[src/rtl/lift_car_pkg.sv]
// Shared lift types and constants: cabin state encoding, floor numbering and
// tick counter width, plus floor-arithmetic helpers used by the cabin model.
package lift_pkg;

   localparam int unsigned TICK_W = 8;

   localparam logic [1:0] FLOOR0    = 2'd0;
   localparam logic [1:0] FLOOR1    = 2'd1;
   localparam logic [1:0] FLOOR2    = 2'd2;
   localparam logic [1:0] TOP_FLOOR = FLOOR2;

   typedef enum logic [1:0] {
      IDLE,
      MOVING,
      DOOR_OPEN,
      DOOR_CLOSE
   } car_state_t;

   function automatic logic move_legal(input logic [1:0] floor, input logic up);
      return up ? (floor < TOP_FLOOR) : (floor > FLOOR0);
   endfunction

   // Saturating step keeps the floor inside 0..TOP_FLOOR even on a bad request.
   function automatic logic [1:0] step_floor(input logic [1:0] floor, input logic up);
      logic [1:0] nxt;
      nxt = floor;
      if (up && floor < TOP_FLOOR)
         nxt = floor + 2'd1;
      else if (!up && floor > FLOOR0)
         nxt = floor - 2'd1;
      return nxt;
   endfunction

endpackage

[src/rtl/lift_car_if.sv]
// Command/response bundle between the lift controller (master) and the cabin
// responder (slave), including the shared slowref pacing strobe.
interface lift_car_if;

   logic       slowref;
   logic       move_req;
   logic       move_up;
   logic       door_req;
   logic       move_ack;
   logic       fault;
   logic       moving;
   logic       dir_up;
   logic [1:0] floorno;
   logic       arrive;
   logic       door_open;
   logic       door_closing;

   modport master (
      output slowref, move_req, move_up, door_req,
      input  move_ack, fault, moving, dir_up, floorno, arrive, door_open, door_closing
   );

   modport slave (
      input  slowref, move_req, move_up, door_req,
      output move_ack, fault, moving, dir_up, floorno, arrive, door_open, door_closing
   );

endinterface

[src/rtl/lift_car_tick_timer.sv]
// Strobe-paced phase counter: counts slowref strobes and flags the terminal
// strobe of a phase lasting i_limit strobes.
module tick_timer
   import lift_pkg::*;
(
   input  logic              clk,
   input  logic              resetb,
   input  logic              i_slowref,
   input  logic              i_clear,
   input  logic [TICK_W-1:0] i_limit,
   output logic              o_done
);

   logic [TICK_W-1:0] r_count;

   always_ff @(posedge clk) begin
      if (!resetb || i_clear)
         r_count <= '0;
      else if (i_slowref)
         r_count <= r_count + 1'b1;
   end

   assign o_done = i_slowref && (r_count == i_limit - 1'b1);

endmodule

[src/rtl/lift_car.sv]
// Cabin motion and door responder: accepts move/door commands, times travel and
// door phases on slowref, and reports floor, arrival and door status.
module lift_car
   import lift_pkg::*;
#(
   parameter int unsigned TRAVEL_TICKS = 16,
   parameter int unsigned DOOR_TICKS   = 32,
   parameter int unsigned CLOSE_TICKS  = 8
) (
   input logic        clk,
   input logic        resetb,
   lift_car_if.slave  car
);

   car_state_t        r_state;
   logic [1:0]        r_floor;
   logic              r_move_ack;
   logic              r_fault;
   logic              r_moving;
   logic              r_dir_up;
   logic              r_arrive;
   logic              r_door_open;
   logic              r_door_closing;

   logic [TICK_W-1:0] w_limit;
   logic              w_clear;
   logic              w_done;

   always_comb begin
      w_limit = TICK_W'(TRAVEL_TICKS);
      case (r_state)
         DOOR_OPEN:  w_limit = TICK_W'(DOOR_TICKS);
         DOOR_CLOSE: w_limit = TICK_W'(CLOSE_TICKS);
         default:    w_limit = TICK_W'(TRAVEL_TICKS);
      endcase
   end

   // Counter is held at zero in IDLE and cleared on every phase change or door restart.
   always_comb begin
      w_clear = 1'b1;
      case (r_state)
         IDLE:       w_clear = 1'b1;
         MOVING:     w_clear = w_done;
         DOOR_OPEN:  w_clear = car.door_req || w_done;
         DOOR_CLOSE: w_clear = car.door_req || w_done;
         default:    w_clear = 1'b1;
      endcase
   end

   tick_timer u_timer (
      .clk       (clk),
      .resetb    (resetb),
      .i_slowref (car.slowref),
      .i_clear   (w_clear),
      .i_limit   (w_limit),
      .o_done    (w_done)
   );

   always_ff @(posedge clk) begin
      if (!resetb) begin
         r_state        <= IDLE;
         r_floor        <= FLOOR0;
         r_move_ack     <= 1'b0;
         r_fault        <= 1'b0;
         r_moving       <= 1'b0;
         r_dir_up       <= 1'b0;
         r_arrive       <= 1'b0;
         r_door_open    <= 1'b0;
         r_door_closing <= 1'b0;
      end else begin
         r_move_ack <= 1'b0;
         r_fault    <= 1'b0;
         r_arrive   <= 1'b0;
         case (r_state)
            IDLE: begin
               if (car.door_req) begin
                  r_door_open <= 1'b1;
                  r_state     <= DOOR_OPEN;
               // A request still high in the ack cycle is the same request; do not ack it twice.
               end else if (car.move_req && !r_move_ack) begin
                  r_move_ack <= 1'b1;
                  if (move_legal(r_floor, car.move_up)) begin
                     r_dir_up <= car.move_up;
                     r_moving <= 1'b1;
                     r_state  <= MOVING;
                  end else begin
                     r_fault <= 1'b1;
                  end
               end
            end
            MOVING: begin
               if (w_done) begin
                  r_floor     <= step_floor(r_floor, r_dir_up);
                  r_arrive    <= 1'b1;
                  r_moving    <= 1'b0;
                  r_door_open <= 1'b1;
                  r_state     <= DOOR_OPEN;
               end
            end
            DOOR_OPEN: begin
               if (!car.door_req && w_done) begin
                  r_door_open    <= 1'b0;
                  r_door_closing <= 1'b1;
                  r_state        <= DOOR_CLOSE;
               end
            end
            DOOR_CLOSE: begin
               if (car.door_req) begin
                  r_door_closing <= 1'b0;
                  r_door_open    <= 1'b1;
                  r_state        <= DOOR_OPEN;
               end else if (w_done) begin
                  r_door_closing <= 1'b0;
                  r_state        <= IDLE;
               end
            end
            default: r_state <= IDLE;
         endcase
      end
   end

   assign car.move_ack     = r_move_ack;
   assign car.fault        = r_fault;
   assign car.moving       = r_moving;
   assign car.dir_up       = r_dir_up;
   assign car.floorno      = r_floor;
   assign car.arrive       = r_arrive;
   assign car.door_open    = r_door_open;
   assign car.door_closing = r_door_closing;

endmodule

[src/flat_wrapper.sv]
// flat-port wrapper written by rule: the top's interface ports become plain ports
module lift_car_flat import lift_pkg::*;
#(
   parameter int unsigned TRAVEL_TICKS = 16,
   parameter int unsigned DOOR_TICKS   = 32,
   parameter int unsigned CLOSE_TICKS  = 8
)
  (clk, resetb, car_slowref, car_move_req, car_move_up, car_door_req, car_move_ack, car_fault, car_moving, car_dir_up, car_floorno, car_arrive, car_door_open, car_door_closing);
  lift_car_if car_i ();
  input logic clk;
  input logic resetb;
  input wire logic [$bits(car_i.slowref)-1:0] car_slowref;
  input wire logic [$bits(car_i.move_req)-1:0] car_move_req;
  input wire logic [$bits(car_i.move_up)-1:0] car_move_up;
  input wire logic [$bits(car_i.door_req)-1:0] car_door_req;
  output wire logic [$bits(car_i.move_ack)-1:0] car_move_ack;
  output wire logic [$bits(car_i.fault)-1:0] car_fault;
  output wire logic [$bits(car_i.moving)-1:0] car_moving;
  output wire logic [$bits(car_i.dir_up)-1:0] car_dir_up;
  output wire logic [$bits(car_i.floorno)-1:0] car_floorno;
  output wire logic [$bits(car_i.arrive)-1:0] car_arrive;
  output wire logic [$bits(car_i.door_open)-1:0] car_door_open;
  output wire logic [$bits(car_i.door_closing)-1:0] car_door_closing;
  assign car_i.slowref = car_slowref;
  assign car_i.move_req = car_move_req;
  assign car_i.move_up = car_move_up;
  assign car_i.door_req = car_door_req;
  assign car_move_ack = car_i.move_ack;
  assign car_fault = car_i.fault;
  assign car_moving = car_i.moving;
  assign car_dir_up = car_i.dir_up;
  assign car_floorno = car_i.floorno;
  assign car_arrive = car_i.arrive;
  assign car_door_open = car_i.door_open;
  assign car_door_closing = car_i.door_closing;
  lift_car #(.TRAVEL_TICKS(TRAVEL_TICKS), .DOOR_TICKS(DOOR_TICKS), .CLOSE_TICKS(CLOSE_TICKS)) u_core (.clk(clk), .resetb(resetb), .car(car_i));
endmodule
[config.mk]
export PLATFORM = sky130hd
export DESIGN_NAME = lift_car_flat
export DESIGN_NICKNAME = d
export VERILOG_FILES = /design/src/rtl/lift_car_pkg.sv /design/src/rtl/lift_car_if.sv /design/src/rtl/lift_car_tick_timer.sv /design/src/rtl/lift_car.sv /design/src/flat_wrapper.sv
export SDC_FILE = /design/constraint.sdc
export NUM_CORES = 1
export LEC_CHECK = 0
export BUFFER_PORTS_ARGS = -buffer_cell sky130_fd_sc_hd__buf_4
export CAP_MARGIN = 0
export CORE_MARGIN = 5
export CORE_UTILIZATION = 45
export CTS_CLUSTER_DIAMETER = 100
export DETAILED_ROUTE_END_ITERATION = 12
export HOLD_SLACK_MARGIN = 0.15
export PLACE_DENSITY = 0.68
export SLEW_MARGIN = 20
export SYNTH_ARGS = -nofsm -noshare
export SYNTH_HDL_FRONTEND = slang
export SYNTH_SLANG_ARGS = --single-unit
[constraint.sdc]
create_clock -name clk -period 2.1 [get_ports clk]
set_input_delay 0.21 -clock clk [delete_from_list [all_inputs] [get_ports clk]]
set_output_delay 0.21 -clock clk [all_outputs]
set_load 0.03 [all_outputs]
==> summary.md <==
| Metric | Value |
|---|---|
| Hold-critical path depth | 3 |
| Launching element of the worst setup path | u_core.r_state[0]$_SDFFE_PN0P_ |
| Syn Nets | 132 |
| CP startpoint kind | register |
| Number of global-route vias before repair | 901 |
| Total global routing track utilization | 0.137 |
| Crit path kind | register to register |
| Clk root buf | sky130_fd_sc_hd__clkbuf_4 |
| Top achievable clock speed | 499 MHz |
| Hold Vio Cnt, Final | 0 |
| Number of DRC violations after detailed routing | 0 |
| Hold Path Class | primary input to register |
| Wire length per cell after detailed routing | 12.7 µm |
| Total chip power | 1.19 mW |
| Wire length of the first global-routing pass | 3710 µm |
| Post-CTS clock slew at the launch and capture registers of the worst setup and hold paths | 0.11 ns |
| Maximum capacitance violations | 0 |
| Hold bufs inserted after CTS | 0 |
| Nets | 152 |
| Number of antenna cells inserted | 0 |
| Clock tree from TritonCTS | done |
| Run status | complete, no violations |
| Area growth, synth to finish | 18.6% |
| Total length of routed wires | 2130 µm |
| End of the worst register-to-register path | u_core.u_timer.r_count[0]$_SDFFE_PP0P_ |
| Hold Crit Endpoint | u_core.car.dir_up$_SDFFE_PN0P_ |
| Placer Congestion | 0.839 |
| Routed Antenna Nets | 0 |
| Period minus WS final | 2.00 ns |
| Layout cells sized above 1 | 0.237 |
| Top post-synthesis cells by area | sky130_fd_sc_hd__dfxtp_1 (36%), sky130_fd_sc_hd__ha_1 (7.1%), sky130_fd_sc_hd__nor2_1 (5.3%), sky130_fd_sc_hd__xnor2_1 (4.2%), sky130_fd_sc_hd__mux2i_1 (3.8%) |
| Clock buffers created by TritonCTS | 3 |
| DR pass1 iterations | 4 |
| Detail-routed via count per cell | 5.47 |
| Count of cell types in the netlist | 36 |
| Setup skew after layout | 0.00215 ns |
| Iteration-0 DRC Markers | 11 |
| Total global routing overflow | 0 |
| Maximum net fanout on the critical path | 8 |
| Standard cell area after detailed placement | 1200 µm² |
| Worst skew pair latency | 0.30 ns |
| Number of register bits inferred by synthesis | 19 |
| Worst-case clock buffer depth | 2 |
| Ratio of total power to cell area | 952 nW/µm² |
| Data arrival, critical path | 2.20 ns |
| Die ar. | 3410 µm² |
| Slew headroom | 0.773 |
| Area used by sequential logic in the layout | 382 µm² |
| Area of the multi-input gates | 632 µm² |
| Count of standard-cell rows | 17 |
| Leakage power | 0.492 nW |
| Detailed placer's ending HPWL | 1580 µm |
| Number of warning messages in the yosys log | 0 |
| Proportion of netlist area held by the largest area contributor | 0.361 |
| Startpoint of the worst register-to-register path | u_core.r_state[0]$_SDFFE_PN0P_ |
| Worst reg2reg setup slack | 0.1 ns |
| Number of sinks handled by clock tree synthesis | 19 |
| Pin count of the biggest net entering global routing | 15 |
| Share of synthesized area occupied by flip-flops and latches | 0.361 |
| Setup violations, final | 0 |
| Initial antenna violation count | 0 |
| H-tree depth | 1 |
| Sort of element at the end of the critical path | register |
| Launch point of the worst hold path | car_move_up |
| Ports placed on the boundary | 15 |
| Die boundary height | 58.4 µm |
| Avg Inst Size Synth | 8.79 µm² |
| Final Max Tran Viols | 0 |
| Effective utilization at floorplan | 0.472 |
| Critical path required time | 2.29 ns |
| Depth of the most critical reg-to-reg path | 7 |
| Fill cell total of the finished layout | 211 |
| Maximum ir drop on the vdd rail | 0.000611 V |
| Port Buffer Count | 14 |
| Area of the mapped netlist | 1050 µm² |
| Gate count of the mapped netlist | 120 |
| Part of the cycle the worst path needs | 0.954 |
| Die W | 58.4 µm |
| Actual slew at the worst max-slew pin | 0.332 ns |
| Unrepaired setup endpoints after global routing | no |
| Area leader, netlist | sky130_fd_sc_hd__dfxtp_1 |
| Final instance area | 1250 µm² |
| CORE AREA | 2230 µm² |
| Via total after detailed routing | 914 |
[metrics by stage]
stage	instances	hold slack (ns)	utilization	TNS [ns]	setup WS, ns
2_1_floorplan	120	0.346	-	0	0.0436
3_3_place_gp	162	0.455	0.538	0	0.0592
3_5_place_dp	162	0.466	0.538	-0.00783	-0.00385
4_1_cts	166	0.152	0.552	0	0.0672
5_1_grt	167	0.175	0.560	0	0.00722
6_report	167	0.154	0.560	0	0.0961
[sequential cells by signal (all words and copies together), names as in the netlist]
register / count
u_core.car.floorno: 2
u_core.u_timer.r_count: 8
u_core.car.door_open: 1
u_core.car.arrive: 1
u_core.car.move_ack: 1
u_core.car.fault: 1
u_core.car.moving: 1
u_core.car.dir_up: 1
u_core.r_state: 2
u_core.car.door_closing: 1
[power by group]
group          total (mW)  switching (mW)  leakage [nW]  internal (mW)
clock               0.187           0.113        0.0150         0.0741
sequential          0.432          0.0306         0.154          0.401
combinational       0.572           0.321         0.322          0.251
[worst max path at each step]
| stage | slack (ns) | depth (start not counted) | to |
|---|---|---|---|
| floorplan | 0.04 | 8 | u_core.car.door_open$_SDFFE_PN0P_ |
| global placement | 0.06 | 7 | u_core.u_timer.r_count[3]$_SDFFE_PP0P_ |
| detailed placement | -0.004 | 7 | u_core.u_timer.r_count[1]$_SDFFE_PP0P_ |
| CTS | 0.07 | 7 | u_core.u_timer.r_count[0]$_SDFFE_PP0P_ |
| finish | 0.1 | 7 | u_core.u_timer.r_count[0]$_SDFFE_PP0P_ |
| global route | 0.007 | 8 | u_core.car.moving$_SDFFE_PN0P_ |
[synth_stat cells, drive strengths merged]
cell type and count:
o41a 1, nand3 2, xnor2 5, or3 2
buf 1, nor3 2, o41ai 1, a41oi 1
o21a 1, nor2 15, a31oi 3, nand2 10
nor3b 4, and2 2, and3 1, o221a 1
nand2b 1, nor2b 2, o21ai 5, o211a 1
nor4b 1, clkbuf 3, o2111ai 1, mux2i 4
a211oi 1, dfxtp 19, a21oi 3, o211ai 2
nand4 4, inv 9, o31a 1, xor2 4
ha 6, a2111oi 1
[worst max-delay path, cell delays in order (launching register included)]
cell,delay (ns)
sky130_fd_sc_hd__dfxtp_2,0.34
sky130_fd_sc_hd__inv_1,0.05
sky130_fd_sc_hd__ha_2,0.18
sky130_fd_sc_hd__xor2_1,0.13
sky130_fd_sc_hd__or3_4,0.35
sky130_fd_sc_hd__or3_4,0.44
sky130_fd_sc_hd__o2111ai_4,0.33
sky130_fd_sc_hd__nor2_1,0.07
[cells in the final DEF, fill, tap and decap left out]
cell                        netlist  layout
sky130_fd_sc_hd__o31a_1           1       1
sky130_fd_sc_hd__and3_1           1       1
sky130_fd_sc_hd__a2111oi_0        1       1
sky130_fd_sc_hd__o41a_2           1       1
sky130_fd_sc_hd__a41oi_1          1       1
sky130_fd_sc_hd__nor2_1          15      13
sky130_fd_sc_hd__nor3_1           2       2
sky130_fd_sc_hd__dfxtp_1         19      18
sky130_fd_sc_hd__ha_2             0       2
sky130_fd_sc_hd__o211ai_1         2       2
sky130_fd_sc_hd__buf_4            0      19
sky130_fd_sc_hd__nor3b_1          4       4
sky130_fd_sc_hd__o221a_2          1       1
sky130_fd_sc_hd__nand2b_1         1       1
sky130_fd_sc_hd__nor2_2           0       2
sky130_fd_sc_hd__or3_4            1       2
sky130_fd_sc_hd__nand4_1          4       4
sky130_fd_sc_hd__dfxtp_2          0       1
sky130_fd_sc_hd__a21oi_1          3       3
sky130_fd_sc_hd__clkbuf_1         2       1
sky130_fd_sc_hd__ha_1             6       4
sky130_fd_sc_hd__xnor2_1          5       5
sky130_fd_sc_hd__inv_1            9       9
sky130_fd_sc_hd__o211a_1          1       1
sky130_fd_sc_hd__o21a_1           1       1
sky130_fd_sc_hd__nand2_1         10      10
sky130_fd_sc_hd__nor2b_1          2       2
sky130_fd_sc_hd__xor2_1           4       4
sky130_fd_sc_hd__o2111ai_4        1       1
sky130_fd_sc_hd__nor4b_2          1       1
sky130_fd_sc_hd__a211oi_1         1       1
sky130_fd_sc_hd__nand3_1          2       2
sky130_fd_sc_hd__o41ai_1          1       1
sky130_fd_sc_hd__clkbuf_4         0       3
sky130_fd_sc_hd__a31oi_1          3       3
sky130_fd_sc_hd__o21ai_0          5       5
sky130_fd_sc_hd__mux2i_1          4       4
sky130_fd_sc_hd__and2_1           2       2
[layer usage]
metal,vias to the layer above,part of all wire,track usage
met1,418,0.46,0.169
li1,462,-,-
met5,-,0,0
met3,6,0.062,0.0263
met4,0,0.016,0.0530
met2,28,0.46,0.234
[final cells by class]
class	count	share of cell area
Sequential cell	19	0.305
Tap cell	28	0.0280
Timing Repair Buffer	19	0.114
Inverter	9	0.0270
Multi-Input combinational cell	88	0.505
Clock buffer	4	0.0210
[cell families (layout without fill, tap and decap cells)]
group	after synthesis	count (layout)	synth area share
xor gates and xnor gates	9	9	0.0747
buffers and inverters	13	32	0.0546
and+or+nand+nor	46	46	0.227
adders and majority gates	6	6	0.0712
muxes	4	4	0.0380
AOI/OAI and AO/OA	23	23	0.174
DFF	19	19	0.361
[repair_timing]
item | 4_1_cts | 5_1_grt
pin swaps | 1 | 9
buffers inserted | 0 | 1
setup endpoints to repair | 8 | 11
gates cloned | 0 | 0
resized for setup | 1 | 5
(Power assumes the default switching activity.)
